$ cat src/rtl/id_ex_operand_stage.sv
// ---------------------------------------------------------------------------
// id_ex_operand_stage
// ID/EX pipeline register with EX-stage operand forwarding. It feeds the
// ALU's data1/data2/ALUCtrl inputs directly.
//
// Optional feature macro: ID_EX_FWD_EN
//   defined   : operands are forwarded from EX/MEM (first) or MEM/WB (second)
//               over the stale register-file values captured in ID.
//   undefined : operands come straight from the captured register-file
//               values; the exmem_*/memwb_* inputs are ignored.
//
// Ports
//   clk_i, rst_i         clock (rising edge), async active-low reset
//   stall_i, flush_i     hold stage / load bubble (flush has priority)
//   valid_i .. regwrite_i  decoded ID-stage instruction fields
//   exmem_*, memwb_*     later-stage writeback info used for forwarding
//   valid_o, aluctrl_o, rd_addr_o, regwrite_o   registered EX-stage control
//   data1_o, data2_o, store_data_o              ALU operands / store data
// ---------------------------------------------------------------------------
module id_ex_operand_stage #(
  parameter int unsigned DATA_W = 32,
  parameter int unsigned REG_AW = 5,
  parameter int unsigned CTRL_W = 3
) (
  input  logic              clk_i,
  input  logic              rst_i,
  input  logic              stall_i,
  input  logic              flush_i,
  input  logic              valid_i,
  input  logic [DATA_W-1:0] rs_data_i,
  input  logic [DATA_W-1:0] rt_data_i,
  input  logic [DATA_W-1:0] imm_i,
  input  logic              alusrc_i,
  input  logic [CTRL_W-1:0] aluctrl_i,
  input  logic [REG_AW-1:0] rs_addr_i,
  input  logic [REG_AW-1:0] rt_addr_i,
  input  logic [REG_AW-1:0] rd_addr_i,
  input  logic              regwrite_i,
  input  logic              exmem_regwrite_i,
  input  logic [REG_AW-1:0] exmem_rd_i,
  input  logic [DATA_W-1:0] exmem_data_i,
  input  logic              memwb_regwrite_i,
  input  logic [REG_AW-1:0] memwb_rd_i,
  input  logic [DATA_W-1:0] memwb_data_i,
  output logic              valid_o,
  output logic [DATA_W-1:0] data1_o,
  output logic [DATA_W-1:0] data2_o,
  output logic [DATA_W-1:0] store_data_o,
  output logic [CTRL_W-1:0] aluctrl_o,
  output logic [REG_AW-1:0] rd_addr_o,
  output logic              regwrite_o
);

  logic              valid_q,    valid_d;
  logic [DATA_W-1:0] rs_data_q,  rs_data_d;
  logic [DATA_W-1:0] rt_data_q,  rt_data_d;
  logic [DATA_W-1:0] imm_q,      imm_d;
  logic              alusrc_q,   alusrc_d;
  logic [CTRL_W-1:0] aluctrl_q,  aluctrl_d;
  logic [REG_AW-1:0] rs_q,       rs_d;
  logic [REG_AW-1:0] rt_q,       rt_d;
  logic [REG_AW-1:0] rd_q,       rd_d;
  logic              regwrite_q, regwrite_d;

  logic [DATA_W-1:0] fwd_a_c;
  logic [DATA_W-1:0] fwd_b_c;

  // Next-state: flush beats stall beats load.
  always_comb begin
    valid_d    = valid_q;
    rs_data_d  = rs_data_q;
    rt_data_d  = rt_data_q;
    imm_d      = imm_q;
    alusrc_d   = alusrc_q;
    aluctrl_d  = aluctrl_q;
    rs_d       = rs_q;
    rt_d       = rt_q;
    rd_d       = rd_q;
    regwrite_d = regwrite_q;
    if (flush_i) begin
      valid_d    = 1'b0;
      rs_data_d  = '0;
      rt_data_d  = '0;
      imm_d      = '0;
      alusrc_d   = 1'b0;
      aluctrl_d  = '0;
      rs_d       = '0;
      rt_d       = '0;
      rd_d       = '0;
      regwrite_d = 1'b0;
    end else if (!stall_i) begin
      valid_d    = valid_i;
      rs_data_d  = rs_data_i;
      rt_data_d  = rt_data_i;
      imm_d      = imm_i;
      alusrc_d   = alusrc_i;
      aluctrl_d  = aluctrl_i;
      rs_d       = rs_addr_i;
      rt_d       = rt_addr_i;
      rd_d       = rd_addr_i;
      regwrite_d = regwrite_i & valid_i;
    end
  end

  // Stage registers.
  always_ff @(posedge clk_i or negedge rst_i) begin
    if (!rst_i) begin
      valid_q    <= 1'b0;
      rs_data_q  <= '0;
      rt_data_q  <= '0;
      imm_q      <= '0;
      alusrc_q   <= 1'b0;
      aluctrl_q  <= '0;
      rs_q       <= '0;
      rt_q       <= '0;
      rd_q       <= '0;
      regwrite_q <= 1'b0;
    end else begin
      valid_q    <= valid_d;
      rs_data_q  <= rs_data_d;
      rt_data_q  <= rt_data_d;
      imm_q      <= imm_d;
      alusrc_q   <= alusrc_d;
      aluctrl_q  <= aluctrl_d;
      rs_q       <= rs_d;
      rt_q       <= rt_d;
      rd_q       <= rd_d;
      regwrite_q <= regwrite_d;
    end
  end

`ifdef ID_EX_FWD_EN
  // Forwarding: later assignment wins, so EX/MEM (newest) overrides MEM/WB.
  // Register 0 is hard-wired and never forwarded.
  always_comb begin
    fwd_a_c = rs_data_q;
    if (memwb_regwrite_i && (memwb_rd_i != '0) && (memwb_rd_i == rs_q)) fwd_a_c = memwb_data_i;
    if (exmem_regwrite_i && (exmem_rd_i != '0) && (exmem_rd_i == rs_q)) fwd_a_c = exmem_data_i;
  end

  always_comb begin
    fwd_b_c = rt_data_q;
    if (memwb_regwrite_i && (memwb_rd_i != '0) && (memwb_rd_i == rt_q)) fwd_b_c = memwb_data_i;
    if (exmem_regwrite_i && (exmem_rd_i != '0) && (exmem_rd_i == rt_q)) fwd_b_c = exmem_data_i;
  end
`else
  // Hazards are resolved by upstream stalls; later-stage inputs are ignored.
  logic unused_fwd_c;
  assign unused_fwd_c = ^{exmem_regwrite_i, exmem_rd_i, exmem_data_i,
                          memwb_regwrite_i, memwb_rd_i, memwb_data_i};
  assign fwd_a_c = rs_data_q;
  assign fwd_b_c = rt_data_q;
`endif

  assign valid_o      = valid_q;
  assign data1_o      = fwd_a_c;
  assign data2_o      = alusrc_q ? imm_q : fwd_b_c;
  assign store_data_o = fwd_b_c;
  assign aluctrl_o    = aluctrl_q;
  assign rd_addr_o    = rd_q;
  assign regwrite_o   = regwrite_q & valid_q;

endmodule
$ cat config.mk
export PLATFORM = sky130hd
export DESIGN_NAME = id_ex_operand_stage
export DESIGN_NICKNAME = d
export VERILOG_FILES = /design/src/rtl/id_ex_operand_stage.sv
export SDC_FILE = /design/constraint.sdc
export NUM_CORES = 1
export LEC_CHECK = 0
export ABC_AREA = 1
export BUFFER_PORTS_ARGS = -buffer_cell sky130_fd_sc_hd__buf_4
export CAP_MARGIN = 15
export CORE_AREA = 3 3 117 119
export CTS_BUF_LIST = sky130_fd_sc_hd__clkbuf_8
export DETAILED_ROUTE_END_ITERATION = 10
export DIE_AREA = 0 0 120 122
export MAX_ROUTING_LAYER = met4
export PLACE_DENSITY = 0.71
export SLEW_MARGIN = 15
export SYNTH_ARGS = -nofsm -noshare
export SYNTH_HDL_FRONTEND = slang
export SYNTH_SLANG_ARGS = --single-unit
export TNS_END_PERCENT = 5
$ cat constraint.sdc
create_clock -name clk_i -period 1.2 [get_ports clk_i]
set_input_delay 0.3 -clock clk_i [delete_from_list [all_inputs] [get_ports clk_i]]
set_output_delay 0.3 -clock clk_i [all_outputs]
set_load 0.02 [all_outputs]
==> results.ini, run 1 <==
[status]
status=finished with violations
violations=setup timing

[drt]
drc=0
drtIter0Drc=192
ant_nets=0
num_vias=4140
via_per_inst=4.52
drt_first_pass_iters=4
finalWirelength_mm=12.9
wl_per_cell_microns=14.1

[yosys]
yosys_warnings=0
synth_nets=725
yosys-mux-area-fraction_pct=0
ys_types=10
synth_top_family_by_area=simple AND/OR/NAND/NOR gates
synth_seq_area_share_pct=61.0
synth_compound_gate_area_share_pct=7.30
synth_seq_cells=107
synthCells=528
synth_xor_area_share_pct=0
synth.cell_area_sq_um=4390
yosys.area_share.simple_pct=25.3
synth_adder_area_share_pct=0
avgSynthCellArea_sq_um=8.31

[global_route]
grt_pass1_wl_mm=20.9
use_met2_pct=29.5
busiest_layer=met2
antenna_found_initial=0
grt_max_degree=48
overflow=0
grt_pass1_vias=4216
met3_usage_pct=4.78
grtUsageTotal_pct=18.5
use_met1_pct=23.1

[placed_design]
place_area_sq_um=6460
port_buffers=216
dpl.hpwl_mm=9.53
gp_congestion=0.768

[cts]
cts_sinks=107
clk_path_buf_depth=2
worstSkewPairLatency_ps=360
cts_tree=yes
numCtsBuffers=9
clk_pin_slew_ps=100
cts_root_buffer=clkbuf_8
cts_setup_buffers=0
h-tree-depth=3

[worst_setup_path]
max_stage_delay_ps=490
path_buf_inv=2
cp.arrival_ps=1380
startpoint_type=register
required_ps=900
path_class=register to output pin
critical-path-top-delay-family=flip-flops
path_max_fanout=13
crit_path_end_kind=output pin
cp_slowest_cell=dfrtp_2
crit_chain=buf_8, o21ai_1, buf_4

[final_layout]
syn_to_final_growth_pct=60.5
diodes=0
fin_nets=937
final_area_sq_um=7050
drive_above_1_share_pct=37.4
final_core_util_pct=55.6

[floorplanning]
io_pins=303
chipHeight_microns=122
start_util_pct=34.6
die_width_microns=120
row_count=41
core_area_sq_um=12700
die_area_sq_um=14600

[sta]
tightestPinTransition_ps=265
slew_viol_final=0
fin_worst_skew_ps=0
finalSetupViolations=86
finalCriticalPeriod_ps=1680
layout_setup_ws_ps=-476
fin_crit_sh_pct=140
max_slew_margin_pct=82.3
hold_violations=0
rsz0062_at_grt=yes
clock.fmax_mhz=597

[pwr]
ir_drop_mv=0.548
power_leakage_nw=3.76
powerDensity_nw_per_um2=1110

[job]
maxCapViolations=0

[min_path]
holdCritPathClass=input pin to register

-- per-stage QoR --
step	power, mW	hold slack, ps	cells	setup slack, ps	setup TNS, ps
after floorplan	4.67	4.41	528	-86.6	-2220
after global placement	5.51	195	900	-110	-2270
after detailed placement	5.55	194	900	-101	-2210
after CTS	7.92	99.4	916	-521	-18370
after global routing	8.28	97.8	916	-570	-22090
final	7.83	123	916	-476	-15190
-- synth_stat cells, drive strengths merged --
master | number | area share [%]
nand3 | 1 | 0.11
dfrtp | 107 | 61
nand2 | 290 | 25
o21ai | 64 | 7.3
buf | 18 | 2.5
inv | 35 | 3.0
clkbuf | 11 | 0.94
nor2 | 2 | 0.40
-- placed cells by master, fill, tap and decap left out --
cell type / n
nand2_1: 282
dlygate4sd3_1: 1
nor2_4: 2
buf_6: 86
o21ai_1: 7
nand2_4: 1
clkinv_2: 1
buf_8: 1
inv_1: 37
dfrtp_2: 1
o21ai_4: 10
clkbuf_8: 11
nand2_2: 7
nand3_1: 1
bufinv_16: 1
o21ai_0: 32
dfrtp_1: 106
buf_12: 11
buf_4: 131
o21ai_2: 15
-- power breakdown --
group          leakage (nW)  switching, mW  internal (mW)
Combinational          2.23          0.855          0.817
Clock                 0.108           1.15           1.05
Sequential             1.42          0.147           3.80
-- path summary, 6_finish.rpt --
kind / slack [ps] / startpoint / cells past startpoint / to
setup / recovery: -480 / alusrc_q$_DFFE_PN0P_ / 3 / data2_o[11]
hold / removal: 120 / imm_i[24] / 3 / imm_q[24]$_DFFE_PN0P_
setup reg to reg: 320 / alusrc_q$_DFFE_PN0P_ / 3 / alusrc_q$_DFFE_PN0P_
hold reg to reg: 480 / imm_q[3]$_DFFE_PN0P_ / 2 / imm_q[3]$_DFFE_PN0P_
max in group asynchronous: 320 / rst_i / 3 / regwrite_q$_DFFE_PN0P_
min in group asynchronous: 340 / rst_i / 2 / store_data_o[12]$_DFFE_PN0P_
-- repair_timing --
item / 4_1_cts / 5_1_grt
hold buffers: 1 / 0
endpoints found under the hold margin: 16 / 0
pin swaps: 6 / 0
gates resized for setup: 89 / 16
setup endpoints to repair: 106 / 106
-- routing by layer --
metal | vias up | wire, microns
met1 | 1940 | 5440
met5 | - | 0
li1 | 2025 | -
met2 | 161 | 6340
met3 | 14 | 947
met4 | 0 | 197
-- flip-flops by register name, indices dropped and copies added (netlist names) --
signal,flops
alusrc_q,1
regwrite_q,1
store_data_o,32
imm_q,32
valid_o,1
aluctrl_o,3
data1_o,32
rd_addr_o,5
-- final cells by class --
class	instances	area, sq um
Sequential cell	107	2680
Clock inverter	4	42.5
Fill cell	1163	5620
Clock buffer	11	151
Tap cell	172	215
Multi-Input combinational cell	357	1630
Timing Repair Buffer	230	2200
Inverter	35	131
-- worst register-to-register path: stages, from the launching register on --
cell,delay [ps]
dfrtp_2,490
buf_12,180
nand2_1,70
nand2_1,40
-- cell families after synthesis --
kind of cell | Yosys count
flops | 107
compound gates | 64
buf+inv | 64
simple gates | 293
Note: power is estimated with default switching activity, not from simulation.
==> run 2: changes to the inputs <==
--- a/config.mk
+++ b/config.mk
@@ -8,12 +8,13 @@
 export ABC_AREA = 1
 export BUFFER_PORTS_ARGS = -buffer_cell sky130_fd_sc_hd__buf_4
 export CAP_MARGIN = 15
-export CORE_AREA = 3 3 117 119
-export CTS_BUF_LIST = sky130_fd_sc_hd__clkbuf_8
+export CORE_MARGIN = 3
+export CORE_UTILIZATION = 35
+export CTS_BUF_LIST = sky130_fd_sc_hd__clkbuf_16
 export DETAILED_ROUTE_END_ITERATION = 10
-export DIE_AREA = 0 0 120 122
 export MAX_ROUTING_LAYER = met4
-export PLACE_DENSITY = 0.71
+export PLACE_DENSITY = 0.72
+export REMOVE_ABC_BUFFERS = 1
 export SLEW_MARGIN = 15
 export SYNTH_ARGS = -nofsm -noshare
 export SYNTH_HDL_FRONTEND = slang
==> results.ini, run 2 (same netlist as run 1, synthesis figures left out) <==
[status]
status=finished with violations  ; unchanged
violations=setup timing  ; unchanged

[placed_design]
dpl.hpwl_mm=9.06  ; was 9.53 mm
gp_congestion=0.840  ; was 0.768
port_buffers=216  ; unchanged
post-place-cells=895  ; was 900
post-place-ws_ps=-224  ; was -101 ps

[sta]
rsz0062_at_grt=yes  ; unchanged
layout_setup_ws_ps=-505  ; was -476 ps
finalSetupViolations=34  ; was 86
hold_violations=0  ; unchanged
clock.fmax_mhz=587  ; was 597 MHz
fin_worst_skew_ps=0  ; unchanged
finalCriticalPeriod_ps=1700  ; was 1680 ps
max_slew_margin_pct=82.8  ; was 82.3%
fin_crit_sh_pct=142  ; was 140%
slew_viol_final=0  ; unchanged
tightestPinTransition_ps=258  ; was 265 ps

[drt]
drc=0  ; unchanged
finalWirelength_mm=13.6  ; was 12.9 mm
wl_per_cell_microns=14.8  ; was 14.1 microns
via_per_inst=4.56  ; was 4.52
drtIter0Drc=301  ; was 192
ant_nets=0  ; unchanged
drt_first_pass_iters=4  ; unchanged
num_vias=4190  ; was 4,140

[pwr]
clockPowerShare_pct=31.7  ; was 28.2%
powerDensity_nw_per_um2=1150  ; was 1110 nW/um^2
swShare_pct=27.7  ; was 27.5%
p_int_mw=6.08  ; was 5.67 mW
power_leakage_nw=3.87  ; was 3.76 nW
p_seq_share_pct=47.1  ; was 50.5%
comb_power_share_pct=21.3  ; was 21.4%
ir_drop_mv=0.614  ; was 0.548 mV
netSwitchingPower_mw=2.33  ; was 2.15 mW

[cts]
cts_sinks=107  ; unchanged
clk_pin_slew_ps=70  ; was 100 ps
cts_tree=yes  ; unchanged
worstSkewPairLatency_ps=340  ; was 360 ps
clk_path_buf_depth=2  ; unchanged
cts_root_buffer=clkbuf_16  ; was clkbuf_8
numCtsBuffers=9  ; unchanged
h-tree-depth=3  ; unchanged

[final_layout]
fillCellCount=1040  ; was 1,163
diodes=0  ; unchanged
seqCellArea_sq_um=2680  ; unchanged
layout_common_cells=nand2_1 (271), buf_4 (121), dfrtp_1 (106)  ; was nand2_1 (282), buf_4 (131), dfrtp_1 (106)
final_core_util_pct=60.6  ; was 55.6%
fin_cells=918  ; was 916
layout_commonest_cell=nand2_1  ; unchanged
syn_to_final_growth_pct=67.1  ; was 60.5%
multi_input_area_sq_um=1710  ; was 1630 sq um
fin_nets=942  ; was 937
drive_above_1_share_pct=40.4  ; was 37.4%

[worst_setup_path]
path_max_fanout=15  ; was 13
required_ps=900  ; about the same
startpoint_type=register  ; unchanged
path_class=register to output pin  ; unchanged
cp.arrival_ps=1400  ; was 1380 ps
crit_path_end_kind=output pin  ; unchanged

[global_route]
grt_max_degree=52  ; was 48
met3_usage_pct=5.43  ; was 4.78%
grt_pass1_vias=4230  ; was 4,216
busiest_layer=met2  ; unchanged
use_met1_pct=24.1  ; was 23.1%
grt_pass1_wl_mm=21.2  ; was 20.9 mm
use_met2_pct=30.4  ; was 29.5%
grtUsageTotal_pct=19.3  ; was 18.5%
overflow=0  ; unchanged
antenna_found_initial=0  ; unchanged

[floorplanning]
die_area_sq_um=13900  ; was 14,600 sq um
core_area_sq_um=12100  ; was 12,700 sq um
start_util_pct=36.2  ; was 34.6%
die_width_microns=118  ; was 120 microns
row_count=40  ; was 41
chipHeight_microns=118  ; was 122 microns
io_pins=303  ; unchanged

[job]
maxCapViolations=0  ; unchanged

[min_path]
holdCritPathClass=input pin to register  ; unchanged

run 2: cell count changes in the layout (fill, tap and decap cells not counted), moves of 3 or more:
cell       previous run  this run
nand2_1             282       271
clkbuf_8             11         0
o21ai_2              15        18
o21ai_1               7         0
nand2_2               7        18
clkbuf_16             0        10
clkinv_2              1         5
o21ai_4              10        14
buf_6                86        99
buf_4               131       121
run 2: worst max-delay path, cell delays in order, from the launching register on:
cell and delay [ps]:
dfrtp_2 440, buf_12 150, buf_12 150, o21ai_2 170, buf_6 140
run 2: path summary, 6_finish.rpt:
| path | cells after the start | start | slack, ps | end |
|---|---|---|---|---|
| max reg2reg | 3 | alusrc_q$_DFFE_PN0P_ | 260 | alusrc_q$_DFFE_PN0P_ |
| min reg2reg | 2 | imm_q[19]$_DFFE_PN0P_ | 480 | imm_q[19]$_DFFE_PN0P_ |
| max in group asynchronous | 3 | rst_i | 300 | imm_q[28]$_DFFE_PN0P_ |
| min in group asynchronous | 2 | rst_i | 380 | store_data_o[17]$_DFFE_PN0P_ |
| max | 4 | alusrc_q$_DFFE_PN0P_ | -500 | data2_o[23] |
| min | 3 | aluctrl_i[1] | 160 | aluctrl_o[1]$_DFFE_PN0P_ |
run 2: metrics by stage:
stage          setup TNS (ps)  power, mW  area, sq um  hold slack (ps)
6_report               -15010       8.41         7330              156
5_1_grt                -17690       8.84         7330              146
4_1_cts                -15690       8.35         6990              140
3_5_place_dp            -3390       5.47         6280              190
3_3_place_gp            -3210       5.43         6280              189
2_1_floorplan          -93980       4.55         4240             4.41
run 2: layout make-up:
type | instances | area share, %
multi-input cells | 357 | 23.4
well taps | 168 | 2.87
clock buffers | 9 | 3.07
flip-flops and latches | 107 | 36.5
clock inverters | 7 | 0.495
repair buffers | 235 | 31.9
inverters | 35 | 1.79
run 2: repair_timing:
action / 4_1_cts / 5_1_grt
pin swaps: 4 / 12
setup buffers: 3 / 0
hold buffers: 1 / 0
gates cloned: 2 / 1
endpoints found under the hold margin: 15 / 0
gates resized for setup: 121 / 80
endpoints found under the setup margin: 73 / 104
run 2: power groups by stage:
| stage | Clock (mW) | Combinational [mW] | Sequential, mW |
|---|---|---|---|
| final | 2.66 | 1.79 | 3.96 |
| after global routing | 2.94 | 1.92 | 3.98 |
| after CTS | 2.75 | 1.67 | 3.94 |
| after detailed placement | 0 | 1.48 | 3.99 |
| after global placement | 0 | 1.45 | 3.98 |
| after floorplan | 0 | 0.390 | 4.16 |
run 2: routing by layer:
| metal | vias up | share of wire, % |
|---|---|---|
| met4 | 0 | 1.5 |
| met2 | 172 | 48 |
| li1 | 2043 | - |
| met5 | - | 0 |
| met3 | 14 | 7.7 |
| met1 | 1961 | 42 |
==> run 3: changes to the inputs <==
--- a/config.mk
+++ b/config.mk
@@ -5,7 +5,6 @@
 export SDC_FILE = /design/constraint.sdc
 export NUM_CORES = 1
 export LEC_CHECK = 0
-export ABC_AREA = 1
 export BUFFER_PORTS_ARGS = -buffer_cell sky130_fd_sc_hd__buf_4
 export CAP_MARGIN = 15
 export CORE_MARGIN = 3
@@ -13,7 +12,7 @@
 export CTS_BUF_LIST = sky130_fd_sc_hd__clkbuf_16
 export DETAILED_ROUTE_END_ITERATION = 10
 export MAX_ROUTING_LAYER = met4
-export PLACE_DENSITY = 0.72
+export PLACE_DENSITY = 0.71
 export REMOVE_ABC_BUFFERS = 1
 export SLEW_MARGIN = 15
 export SYNTH_ARGS = -nofsm -noshare
==> results.ini, run 3 <==
[cts]
worstSkewPairLatency_ps=340  ; about the same
numCtsBuffers=9  ; unchanged
clk_pin_slew_ps=70  ; about the same
h-tree-depth=3  ; unchanged
cts_root_buffer=clkbuf_16  ; unchanged
clk_path_buf_depth=2  ; unchanged
cts_tree=yes  ; unchanged
cts_sinks=107  ; unchanged

[final_layout]
layout_commonest_cell=buf_4  ; was nand2_1
layout_common_cells=buf_4 (132), mux2i_1 (106), nor2_1 (106), dfrtp_1 (106), buf_6 (99)  ; was nand2_1 (271), buf_4 (121), dfrtp_1 (106)
fin_nets=806  ; was 942
diodes=0  ; unchanged
final_area_sq_um=7410  ; was 7330 sq um
fillCellCount=1084  ; was 1,040
syn_to_final_growth_pct=58.0  ; was 67.1%
final_core_util_pct=57.6  ; was 60.6%
drive_above_1_share_pct=46.7  ; was 40.4%

[placed_design]
gp_congestion=0.753  ; was 0.840
dpl.hpwl_mm=8.89  ; was 9.06 mm
place_area_sq_um=6610  ; was 6280 sq um
port_buffers=216  ; unchanged

[sta]
fin_crit_sh_pct=150  ; was 142%
tightestPinTransition_ps=273  ; was 258 ps
max_slew_margin_pct=81.8  ; was 82.8%
tns_ps=-18670  ; was -15,010 ps
hold_ws_ps=192  ; was 156 ps
rsz0062_at_grt=yes  ; unchanged
finalCriticalPeriod_ps=1800  ; was 1700 ps
layout_setup_ws_ps=-603  ; was -505 ps
hold_violations=0  ; unchanged
finalSetupViolations=41  ; was 34
fin_worst_skew_ps=0  ; unchanged
slew_viol_final=0  ; unchanged
clock.fmax_mhz=555  ; was 587 MHz

[worst_setup_path]
cp.arrival_ps=1500  ; was 1400 ps
crit_path_end_kind=output pin  ; unchanged
critical-path-top-delay-family=buffers and inverters  ; was flip-flops
crit_path_end=data2_o[26]  ; was data2_o[23]
worstReg2RegEnd=alusrc_q$_DFFE_PN0P_  ; unchanged
startpoint=alusrc_q$_DFFE_PN0P_  ; unchanged
worst-r2r-cell-count=4  ; was 3
cp_slowest_cell=dfrtp_2  ; unchanged
rrSetupSlack_ps=120  ; was 260 ps
crit_chain=buf_12, clkbuf_16, mux2_4, buf_6  ; was buf_12, buf_12, o21ai_2, buf_6
regToRegStartpoint=alusrc_q$_DFFE_PN0P_  ; unchanged
path_class=register to output pin  ; unchanged
path_buf_inv=3  ; unchanged
cp.depth=4  ; unchanged
startpoint_type=register  ; unchanged
path_max_fanout=6  ; was 15
required_ps=900  ; about the same
max_stage_delay_ps=410  ; was 440 ps

[yosys]
yosys_warnings=0  ; unchanged
synth.cell_area_sq_um=4690  ; was 4390 sq um
synth_edf_count=0  ; unchanged
synthTopCellsByArea=dfrtp_1 (57%), mux2i_1 (23%), nor2_1 (8.5%), mux2_2 (7.7%), buf_4 (1.4%)  ; was dfrtp_1 (61%), nand2_1 (25%), o21ai_0 (7.3%), inv_1 (3.0%), buf_2 (1.3%)
ys_types=12  ; was 10
synth_top_family_by_area=multiplexers  ; was simple AND/OR/NAND/NOR gates
synth_top_area_share_pct=57.1  ; was 61.0%
yosys.area_share.simple_pct=8.85  ; was 25.3%
synth_xor_area_share_pct=0  ; unchanged
synth_seq_cells=107  ; unchanged
synth_adder_area_share_pct=0  ; unchanged
yosysTopAreaCell=dfrtp_1  ; unchanged
yosys-mux-area-fraction_pct=30.3  ; was 0%
avgSynthCellArea_sq_um=12.3  ; was 8.31 sq um
synth_compound_gate_area_share_pct=0.107  ; was 7.30%
synthArstFlopShare_pct=100  ; unchanged
yosysMostFrequentCell=dfrtp_1  ; was nand2_1
synth_seq_area_share_pct=57.1  ; was 61.0%
ys.flop_type=dfrtp_1  ; unchanged
synthCells=383  ; was 528
synthTopCellsByCount=dfrtp_1 (107), mux2i_1 (106), nor2_1 (106)  ; was nand2_1 (290), dfrtp_1 (107), o21ai_0 (64)

[drt]
drc=0  ; unchanged
wl_per_cell_microns=16.2  ; was 14.8 microns
drtIter0Drc=180  ; was 301
finalWirelength_mm=12.8  ; was 13.6 mm
num_vias=3689  ; was 4,190
drt_first_pass_iters=4  ; unchanged
ant_nets=0  ; unchanged
via_per_inst=4.70  ; was 4.56

[status]
violations=setup timing  ; unchanged
status=finished with violations  ; unchanged

[global_route]
overflow=0  ; unchanged
use_met2_pct=25.4  ; was 30.4%
grtUsageTotal_pct=16.6  ; was 19.3%
grt_pass1_wl_mm=19.0  ; was 21.2 mm
met3_usage_pct=4.13  ; was 5.43%
busiest_layer=met2  ; unchanged
antenna_found_initial=0  ; unchanged
grt_max_degree=56  ; was 52
use_met1_pct=21.8  ; was 24.1%
grt_pass1_vias=3778  ; was 4,230

[floorplanning]
io_pins=303  ; unchanged
chipHeight_microns=122  ; was 118 microns
die_width_microns=122  ; was 118 microns
row_count=41  ; was 40
die_area_sq_um=14800  ; was 13,900 sq um
core_area_sq_um=12900  ; was 12,100 sq um
start_util_pct=36.4  ; was 36.2%

[min_path]
holdCritPathClass=input pin to register  ; unchanged
worstHoldStart=rs_data_i[5]  ; was aluctrl_i[1]

[pwr]
power_mw=8.68  ; was 8.41 mW
powerDensity_nw_per_um2=1170  ; was 1150 nW/um^2
power_leakage_nw=3.93  ; was 3.87 nW
ir_drop_mv=0.653  ; was 0.614 mV

[job]
maxCapViolations=0  ; unchanged

-- run 3: cell types whose count changed in the layout (fill, tap and decap cells not counted), sizes merged, moves of 8 or more --
cell   previous run  this run
nand2           290         1
mux2i             0       106
nor2              2       106
o21ai            64         0
inv              36         1
mux2              0        32
buf             232       240
-- run 3: worst min-delay path by stage --
stage / endpoint / slack (ps) / cells past startpoint
final: data1_o[5]$_DFFE_PN0P_ / 190 / 3
after global routing: data1_o[6]$_DFFE_PN0P_ / 190 / 3
after CTS: data1_o[19]$_DFFE_PN0P_ / 180 / 3
after detailed placement: store_data_o[30]$_DFFE_PN0P_ / 200 / 1
after global placement: store_data_o[26]$_DFFE_PN0P_ / 200 / 1
after floorplan: aluctrl_o[0]$_DFFE_PN0P_ / 4 / 0
-- run 3: repair_timing --
item / 4_1_cts / 5_1_grt
gates cloned: 0 / 3
resized for setup: 67 / 50
endpoints found under the setup margin: 97 / 105
hold buffers: 1 / 0
endpoints found under the hold margin: 13 / 0
buffers inserted: 0 / 1
-- run 3: kinds of logic (layout without fill, tap and decap cells) --
kind of cell / after synthesis / after routing
compound gates: 1 / 1
mux: 138 / 138
simple gates: 109 / 109
flops: 107 / 107
buf+inv: 28 / 258
-- run 3: through the flow --
step / setup slack (ps) / cells
2_1_floorplan: -516 / 355
3_3_place_gp: -228 / 765
3_5_place_dp: -237 / 765
4_1_cts: -618 / 781
5_1_grt: -635 / 785
6_report: -603 / 785
-- run 3: where the power goes --
group	internal [mW]	switching, mW	total, mW
Combinational	1.02	0.862	1.89
Sequential	3.81	0.161	3.97
Clock	1.57	1.25	2.82
Total	6.40	2.28	8.68
-- run 3: layout make-up --
type	instances	area (sq um)	area share, %
clock inverter	6	48.8	0.658
timing repair buffer	243	2340	31.6
multi-input combinational	248	1900	25.7
tap	172	215	2.90
clock buffer	9	225	3.04
sequential	107	2680	36.1
-- run 3: per-layer routing --
metal | vias to the layer above | part of all wire (%) | wire length (microns)
li1 | 1732 | - | -
met1 | 1794 | 42 | 5410
met2 | 146 | 49 | 6250
met3 | 17 | 7.0 | 898
met4 | 0 | 1.5 | 187
met5 | - | 0 | 0
-- run 3: tightest hold or removal path: stages --
cell and delay, ps:
buf_4 70, mux2i_1 50, nor2_1 70
